[src/rtl/uart_pkg.sv]
// uart_pkg: shared byte width, default low-timeout and arbiter FSM encoding
package uart_pkg;
    localparam int BYTE_W = 8;
    localparam int DEF_LOW_TIMEOUT = 8;
    typedef enum logic [1:0] {
        IDLE      = 2'd0,
        ISSUE     = 2'd1,
        WAIT_LOW  = 2'd2,
        WAIT_HIGH = 2'd3
    } arb_state_t;
endpackage

[src/rtl/uart_tx_arb_rr_pick.sv]
// rr_pick: combinational round-robin picker, first eligible index at or after ptr (mod N)
// Ports: elig (eligible mask), ptr (search start) -> win_oh (one-hot), win_idx, any
module rr_pick #(
    parameter int N = 4,
    localparam int IW = $clog2(N)
) (
    input  logic [N-1:0]  elig,
    input  logic [IW-1:0] ptr,
    output logic [N-1:0]  win_oh,
    output logic [IW-1:0] win_idx,
    output logic          any
);
    logic [IW-1:0] j;
    always_comb begin
        j = '0;
        win_idx = '0;
        any = 1'b0;
        for (int k = 0; k < N; k++) begin
            j = IW'((int'(ptr) + k) % N);
            if (!any && elig[j]) begin
                any = 1'b1;
                win_idx = j;
            end
        end
        win_oh = any ? N'(1) << win_idx : '0;
    end
endmodule

[src/rtl/uart_tx_arb.sv]
// uart_tx_arb: round-robin arbiter sharing one uart_tx among N_REQ byte requesters
// Ports: clk, rst (async, active-high); req/req_data/req_last from requesters;
//        ack (accept pulse), grant (one-hot owner), busy, err (low-timeout pulse);
//        tx_din/tx_wen to uart_tx, tx_ready from uart_tx.
// Build option: UART_TX_ARB_PKT_LOCK_EN holds the grant on one requester until
//        it delivers a byte flagged req_last.
module uart_tx_arb
    import uart_pkg::*;
#(
    parameter int N_REQ = 4,
    parameter int LOW_TIMEOUT = DEF_LOW_TIMEOUT
) (
    input  logic                    clk,
    input  logic                    rst,
    input  logic [N_REQ-1:0]        req,
    input  logic [BYTE_W*N_REQ-1:0] req_data,
    input  logic [N_REQ-1:0]        req_last,
    output logic [N_REQ-1:0]        ack,
    output logic [N_REQ-1:0]        grant,
    output logic                    busy,
    output logic                    err,
    output logic [BYTE_W-1:0]       tx_din,
    output logic                    tx_wen,
    input  logic                    tx_ready
);
    localparam int IW = $clog2(N_REQ);
    localparam int CW = $clog2(LOW_TIMEOUT) + 1;

    arb_state_t state, nxt;
    logic [IW-1:0] rr_ptr, ptr_d, win_idx;
    logic [N_REQ-1:0] elig, win_oh, ack_d, grant_d;
    logic [BYTE_W-1:0] din_d;
    logic [CW-1:0] cnt, cnt_d;
    logic any, accept, timeout, keep_grant;

    rr_pick #(.N(N_REQ)) u_pick (
        .elig    (elig),
        .ptr     (rr_ptr),
        .win_oh  (win_oh),
        .win_idx (win_idx),
        .any     (any)
    );

    assign accept = state == IDLE && tx_ready && any;
    assign timeout = state == WAIT_LOW && tx_ready && cnt == CW'(LOW_TIMEOUT - 1);

`ifdef UART_TX_ARB_PKT_LOCK_EN
    logic lock_v;
    logic [IW-1:0] lock_idx;
    assign elig = lock_v ? req & (N_REQ'(1) << lock_idx) : req;
    assign keep_grant = lock_v;
    always_ff @(posedge clk or posedge rst) begin
        if (rst) begin
            lock_v <= 1'b0;
            lock_idx <= '0;
        end else if (accept) begin
            lock_v <= !req_last[win_idx];
            lock_idx <= win_idx;
        end else if (timeout) begin
            lock_v <= 1'b0;
        end
    end
`else
    logic unused_last;
    assign unused_last = ^req_last;
    assign elig = req;
    assign keep_grant = 1'b0;
`endif

    always_comb begin
        nxt = state;
        case (state)
            IDLE:      nxt = accept ? ISSUE : IDLE;
            ISSUE:     nxt = WAIT_LOW;
            WAIT_LOW:  nxt = !tx_ready ? WAIT_HIGH : timeout ? IDLE : WAIT_LOW;
            WAIT_HIGH: nxt = tx_ready ? IDLE : WAIT_HIGH;
            default:   nxt = IDLE;
        endcase
    end

    // grant is held through the frame and dropped when it ends, unless a packet lock keeps it
    always_comb begin
        ack_d = accept ? win_oh : '0;
        grant_d = accept ? win_oh
                : (timeout || (state == WAIT_HIGH && tx_ready && !keep_grant)) ? '0 : grant;
        din_d = accept ? req_data[win_idx*BYTE_W +: BYTE_W] : tx_din;
        ptr_d = accept ? (win_idx == IW'(N_REQ - 1) ? '0 : win_idx + 1'b1) : rr_ptr;
        cnt_d = state == WAIT_LOW ? cnt + 1'b1 : '0;
    end

    always_ff @(posedge clk or posedge rst) begin
        if (rst) begin
            state <= IDLE;
            rr_ptr <= '0;
            cnt <= '0;
            ack <= '0;
            grant <= '0;
            busy <= 1'b0;
            err <= 1'b0;
            tx_din <= '0;
            tx_wen <= 1'b0;
        end else begin
            state <= nxt;
            rr_ptr <= ptr_d;
            cnt <= cnt_d;
            ack <= ack_d;
            grant <= grant_d;
            busy <= nxt != IDLE;
            err <= timeout;
            tx_din <= din_d;
            tx_wen <= state == ISSUE;
        end
    end
endmodule
[config.mk]
export PLATFORM = sky130hd
export DESIGN_NAME = uart_tx_arb
export DESIGN_NICKNAME = d
export VERILOG_FILES = /design/src/rtl/uart_pkg.sv /design/src/rtl/uart_tx_arb_rr_pick.sv /design/src/rtl/uart_tx_arb.sv
export SDC_FILE = /design/constraint.sdc
export NUM_CORES = 1
export LEC_CHECK = 0
export ABC_AREA = 1
export BUFFER_PORTS_ARGS = -buffer_cell sky130_fd_sc_hd__buf_2
export CELL_PAD_IN_SITES_DETAIL_PLACEMENT = 0
export CELL_PAD_IN_SITES_GLOBAL_PLACEMENT = 1
export CORE_AREA = 2 2 70 72
export CTS_BUF_LIST = sky130_fd_sc_hd__clkbuf_4 sky130_fd_sc_hd__clkbuf_8
export CTS_CLUSTER_SIZE = 25
export DETAILED_ROUTE_END_ITERATION = 12
export DIE_AREA = 0 0 72 74
export PLACE_DENSITY = 0.85
export SETUP_SLACK_MARGIN = 0.2
export SKIP_CTS_REPAIR_TIMING = 1
export SLEW_MARGIN = 20
export SYNTH_ARGS = -nofsm -noshare
export SYNTH_HDL_FRONTEND = slang
export SYNTH_SLANG_ARGS = --single-unit
[constraint.sdc]
create_clock -name clk -period 3.4 [get_ports clk]
set_input_delay 0.17 -clock clk [delete_from_list [all_inputs] [get_ports clk]]
set_output_delay 0.17 -clock clk [all_outputs]
set_load 0.05 [all_outputs]
==> results.md, run 1 <==
- Synth cell types: 26
- Final Max Tran Viols: 0
- Yosys reg bits: 27
- Slowest Stage Delay on Critical Path: 540 ps
- Max FO, Critical Path: 18
- Crit end category: register
- Synth Net Count: between 200 and 300
- Util after Layout: between 40 and 50%
- Critical Path Start: rr_ptr[0]
- Sequential share of the synthesized area: 39.9%
- First-pass GRT wire length: 6710 um
- Pre-antenna DRT Iters: 4
- Global Route met2 Usage: 24.3%
- Max-cap violations: 0
- Gr busiest metal: met2
- Clock Skews: 2.50 ps
- FMAX: slightly above 400 MHz
- Critical path's slowest cell: dfrtp_1
- Crit path DAT: 2610 ps
- Hold Violations, Final: 0
- Final min period: 2430 ps
- CP Launch Type: register
- LEAKAGE: between 0.001 and 0.0015 uW
- Post-Route Setup TNS: 0 ps
- Kind of critical path: reg2reg
- Crit path depth: 12
- Hpwl dp: 2810 um
- Worst reg2reg path depth: 12
- HP Start: tx_ready
- Port Buffers: 57
- Initial antenna violation count: 0
- Family of cells with the greatest summed delay on the critical path: simple AND/OR/NAND/NOR gates
- Final setup violation count: 0
- Area of the die: 5330 um2
- Via density: 4.69
- Sw Ratio: 57.8%
- Crit path top cell by count: inv_1
- M3 GR Usage: 2.03%
- Flop pwr share: a little under a quarter
- Worst-path clk slew: ~90 ps
- # diodes: 0
- DRC violation count after routing: 0
- Int Pwr: 950 uW
- RSZ-0062 raised after global routing: no
- Via count: 1647
- Final ANT Viol Nets: 0
- Die width: 72 um
- Met1 Use GR: 22.6%
- Area delta synth->final: 20.4%
- Cell Area, Synth: 1700 um2
- Worst-margin pin slew: 545 ps
- Final period util: 71.6%
- Min-delay worst type: in2reg
- Layout Nets: 343
- Max_slew headroom: 63.6%
- Synth Area per Inst: ~6.9 um2
- Final WS setup: approximately 970 ps
- CTS sink count: 27
- Clk_lat worst skew: 270 ps
- Overall power consumption: 2250 uW
- Max clock buf depth: 2
- Layout cell share with drive strength beyond 1: 25.6%
- Root Driver: clkbuf_8
- Initial Utilization: 36.9%
- Critical path buffer and inverter count: 4
- Clock network fraction of total power: 8.0%
- Crit-path cells: inv_6 > nand2_1 > nand3_1 > nand2_2 > inv_1 > nand3_2 > nand3_4 > inv_2 > ha_1 > inv_1 > nor2_1 > a31o_2
- Number of global-route vias before repair: 1518
- Most frequent cells in the layout: nand2_1, buf_2, inv_1
- CTS H-tree lvls: 1
- TritonCTS buffer count: 3
- CTS tree: done
- RR Startpoint: rr_ptr[0]
- Gpl congestion: 0.832
- Worst VDD drop: 0.000445 V
- Logic pwr share: 68.6%
- Core Region: 4600 um2
- Hold depth: 4
- Tot GR Track Use: 15.7%
- Io pins: 62
- DIE HEIGHT: 74 um
- Row Count: 25
- Largest net degree at the start of global routing: 28
- Leading cell type in the layout, fill and taps excluded: nand2_1
- Wire per inst: ~11 um
- Syn Inst Count: 244
- PD cells: 1100 nW/um2
- Outcome: finished, final reports clean
- Initial DRC Count: between 70 and 80
- GRT Residual Overflow: 0
- Setup Slack @ Placement: around 990 ps
- Psw: 1300 uW
- Synth warn: 0
- Overall routed net length: 3770 um
- Worst EP required: roughly 3600 ps
-- cells in the mapped netlist (all sizes together) --
master	count	area [um2]
a31oi	2	12.5
inv	36	140
ha	2	25.0
nand4	16	100
a21oi	1	5.00
buf	9	62.6
nand2	106	413
o21bai	1	7.51
o21ai	6	30.0
nor3	2	10.0
nand3	23	145
nor2	11	51.3
a31o	1	8.76
xnor2	1	8.76
dfrtp	27	676
-- worst min-delay path, cell delays in order --
cell and delay [ps]:
buf_2 90, inv_1 60, nand2_1 50, nand2_1 40
-- state kept, by name (all words and copies together), names as in the netlist --
name    count
state       2
cnt         4
tx_wen      1
ack         4
busy        1
err         1
tx_din      8
grant       4
rr_ptr      2
-- final timing paths --
check                                 end  slack (ps)
worst max register to register   grant[3]         970
min in group asynchronous       tx_din[4]         480
worst min-delay path             state[0]         170
worst max-delay path             grant[3]         970
max in group asynchronous          cnt[2]        2570
worst min register to register     cnt[0]         470
-- through the flow --
stage / std cells / hold slack [ps] / cell area [um2]
floorplan: 244 / 223 / 1700
global placement: 346 / 434 / 1990
detailed placement: 346 / 448 / 1990
CTS: 350 / 141 / 2030
global route: 351 / 193 / 2040
finish: 351 / 170 / 2040
-- layer usage --
layer	part of all wire, %	routed length, um
met4	1.3	49
met2	42	1570
met1	50	1890
met3	6.9	261
met5	0	0
-- final cells by class --
class                      count  area (um2)
clock buffer                   3        41.3
clock inverter                 1        5.00
fill                         497        2560
inverter                      36         140
multi-input combinational    172         817
sequential                    27         676
tap                           54        67.6
timing repair buffer          58         295
-- power by group through the flow --
stage          Combinational, uW  Clock (uW)  Sequential [uW]
6_report                    1540         181              527
5_1_grt                     1760         199              544
4_1_cts                     1560         188              528
3_5_place_dp                1550           0              533
3_3_place_gp                1530           0              532
2_1_floorplan               1060           0              778
-- logic make-up after synthesis --
group / Yosys count / synth area share (%)
compound gates: 11 / 3.76
xor+xnor: 1 / 0.517
fa+ha+maj: 2 / 1.48
buf+inv: 45 / 12.0
flops: 27 / 39.9
simple gates: 158 / 42.4
No activity file was read; power rests on OpenSTA's default activity.
==> inputs of run 2 (changes only) <==
--- a/config.mk
+++ b/config.mk
@@ -9,12 +9,12 @@
 export BUFFER_PORTS_ARGS = -buffer_cell sky130_fd_sc_hd__buf_2
 export CELL_PAD_IN_SITES_DETAIL_PLACEMENT = 0
 export CELL_PAD_IN_SITES_GLOBAL_PLACEMENT = 1
-export CORE_AREA = 2 2 70 72
+export CORE_AREA = 2 2 76 78
 export CTS_BUF_LIST = sky130_fd_sc_hd__clkbuf_4 sky130_fd_sc_hd__clkbuf_8
 export CTS_CLUSTER_SIZE = 25
 export DETAILED_ROUTE_END_ITERATION = 12
-export DIE_AREA = 0 0 72 74
-export PLACE_DENSITY = 0.85
+export DIE_AREA = 0 0 78 80
+export PLACE_DENSITY = 0.76
 export SETUP_SLACK_MARGIN = 0.2
 export SKIP_CTS_REPAIR_TIMING = 1
 export SLEW_MARGIN = 20
==> constraint.sdc (replaced) <==
create_clock -name clk -period 2 [get_ports clk]
set_input_delay 0.1 -clock clk [delete_from_list [all_inputs] [get_ports clk]]
set_output_delay 0.1 -clock clk [all_outputs]
set_load 0.05 [all_outputs]
==> run 2 against run 1 <==
Effect of this change:
- via count stayed put
- critical path type unchanged
- critical endpoint unchanged
- first-iteration DRC count is 30% higher
- combinational power is 110% higher
- setup slack worse by 810 ps
==> results.md, run 2 (synthesis gave the netlist of run 1 again) <==
- Layout Nets: 358 (+4.4%)
- Final ANT Viol Nets: 0 (unchanged)
- Worst-margin pin slew: 578 ps (+32.9 ps)
- Max FO, Critical Path: 10 (-8)
- Overall power consumption: 4460 uW (+98%)
- Final setup violation count: 0 (unchanged)
- Max clock buf depth: 2 (unchanged)
- Logic pwr share: 73.8% (+5.2 points)
- RR Startpoint: rr_ptr[0]
- Worst R2R Setup Slack: 160 ps (-810 ps)
- Overall routed net length: 3980 um (+5.4%)
- Initial antenna violation count: 0 (unchanged)
- Clock network fraction of total power: 6.7% (-1.3 points)
- Row Count: 27 (+8.0%)
- Die width: 78 um (+8.3%)
- LEAKAGE: 0.00134 uW (+7.7%)
- PD cells: 1930 nW/um2 (+75%)
- Area of the die: 6240 um2 (+17%)
- Worst EP required: 2160 ps (-1410 ps)
- Root Driver: clkbuf_8
- CTS sink count: 27 (unchanged)
- DP Cell Count: 376 (+8.7%)
- Multi-input logic area: 908 um2 (+11%)
- Min-delay worst type: in2reg
- Hpwl dp: 3110 um (+11%)
- Area delta synth->final: 36.1%
- Worst reg2reg endpoint: grant[3]
- Initial DRC Count: 95 (+30%)
- Crit path DAT: 2000 ps (-610 ps)
- Final Max Tran Viols: 0 (unchanged)
- Final period util: 92.0% (+20 points)
- Core Region: 5410 um2 (+18%)
- Final min period: 1840 ps (-595 ps)
- Outcome: finished, final reports clean
- Top reg by flops: tx_din
- Hold Violations, Final: 0 (unchanged)
- Int Pwr: 2050 uW (+120%)
- Via density: 4.29 (-8.6%)
- Pre-antenna DRT Iters: 4 (unchanged)
- Kind of critical path: reg2reg
- Via count: 1647 (unchanged)
- DRC violation count after routing: 0 (unchanged)
- # diodes: 0 (unchanged)
- RSZ-0062 raised after global routing: yes
- Post-Route Setup TNS: 0 ps (unchanged)
- Worst VDD drop: 0.000762 V (+71%)
- Wire per inst: 10.4 um (-3.7%)
- Sw Ratio: 54.1% (-3.7 points)
- Port Buffers: 57 (unchanged)
- Clk_lat worst skew: 270 ps (about the same)
- Number of global-route vias before repair: 1568 (+3.3%)
- Largest net degree at the start of global routing: 28 (unchanged)
- Util after Layout: 42.7% (-1.7 points)
- Worst setup path end: grant[3]
- Layout cell share with drive strength beyond 1: 35.6% (+10 points)
- DIE HEIGHT: 80 um (+8.1%)
- Max_slew headroom: 61.2% (-2.4 points)
- Leading cell type in the layout, fill and taps excluded: nand2_1
- Psw: 2420 uW (+86%)
- Hold_ws: 106 ps (-63.3 ps)
- Layout Cells excl Fill: 384 (+9.4%)
- Tot GR Track Use: 13.7% (-1.9 points)
- Register area: 677 um2 (+0.19%)
- FMAX: 544 MHz (+32%)
- Io pins: 62 (unchanged)
- Fill cells: 567 (+14%)
- Max-cap violations: 0 (unchanged)
- CTS H-tree lvls: 1 (unchanged)
- Flop pwr share: 19.5% (-3.9 points)
- CP Launch Type: register
- Most frequent cells in the layout: nand2_1, buf_2, inv_1
- Initial Utilization: 31.4% (-5.5 points)
- TritonCTS buffer count: 3 (unchanged)
- Worst-path clk slew: 90 ps (about the same)
- First-pass GRT wire length: 7010 um (+4.5%)
- GRT Residual Overflow: 0 (unchanged)
- Worst reg2reg path depth: 13 (+1)
- Critical Path Start: rr_ptr[0]
- HP Start: tx_ready
- Gpl congestion: 0.785 (-5.7%)
- Max reg flops: 8 (unchanged)
- Crit end category: register
- Clock Skews: 1.96 ps (-0.548 ps)
- CTS tree: done
run 2: changes by cell type in the layout (fill, tap and decap cells not counted), sizes merged:
cell	previous run	this run
buf	57	72
run 2: through the flow:
step / worst slack [ps] / instance area [um2]
6_report: 161 / 2310
5_1_grt: 39.4 / 2310
4_1_cts: 73.6 / 2190
3_5_place_dp: 99.0 / 2150
3_3_place_gp: 111 / 2150
2_1_floorplan: 116 / 1730
run 2: worst min path at each step:
stage	endpoint	cells past startpoint
CTS	ack[0]	3
global route	state[0]	4
finish	state[0]	4
global placement	ack[2]	3
floorplan	ack[0]	1
detailed placement	ack[0]	3
run 2: power by group through the flow:
stage | Sequential (uW) | Combinational (uW) | Clock, uW
final | 872 | 3290 | 298
after global routing | 901 | 3700 | 339
after CTS | 870 | 3040 | 309
after detailed placement | 882 | 3030 | 0
after global placement | 880 | 3010 | 0
after floorplan | 1320 | 1890 | 0
run 2: cell type report:
type | instances | area share, %
Multi-Input combinational cell | 172 | 39.4
Clock buffer | 3 | 1.79
Timing Repair Buffer | 73 | 18.9
Inverter | 36 | 6.51
Clock inverter | 1 | 0.217
Tap cell | 72 | 3.90
Sequential cell | 27 | 29.3
run 2: worst max-delay path: stages, from the launching register on:
cell and delay, ps:
dfrtp_1 400, buf_12 150, inv_8 80, nand2_2 60
nand3_2 70, nand2_2 80, nor2_4 150, nand3_4 110
nand3_4 120, inv_2 40, ha_2 160, inv_1 60
nor2_2 40, a31o_2 200
run 2: metal layers:
layer / track usage (%) / vias to the layer above / wire length (um)
li1: - / 907 / -
met1: 19.9 / 693 / 2020
met2: 21.1 / 43 / 1700
met3: 1.81 / 4 / 210
met4: 4.39 / 0 / 48
met5: 0 / - / 0
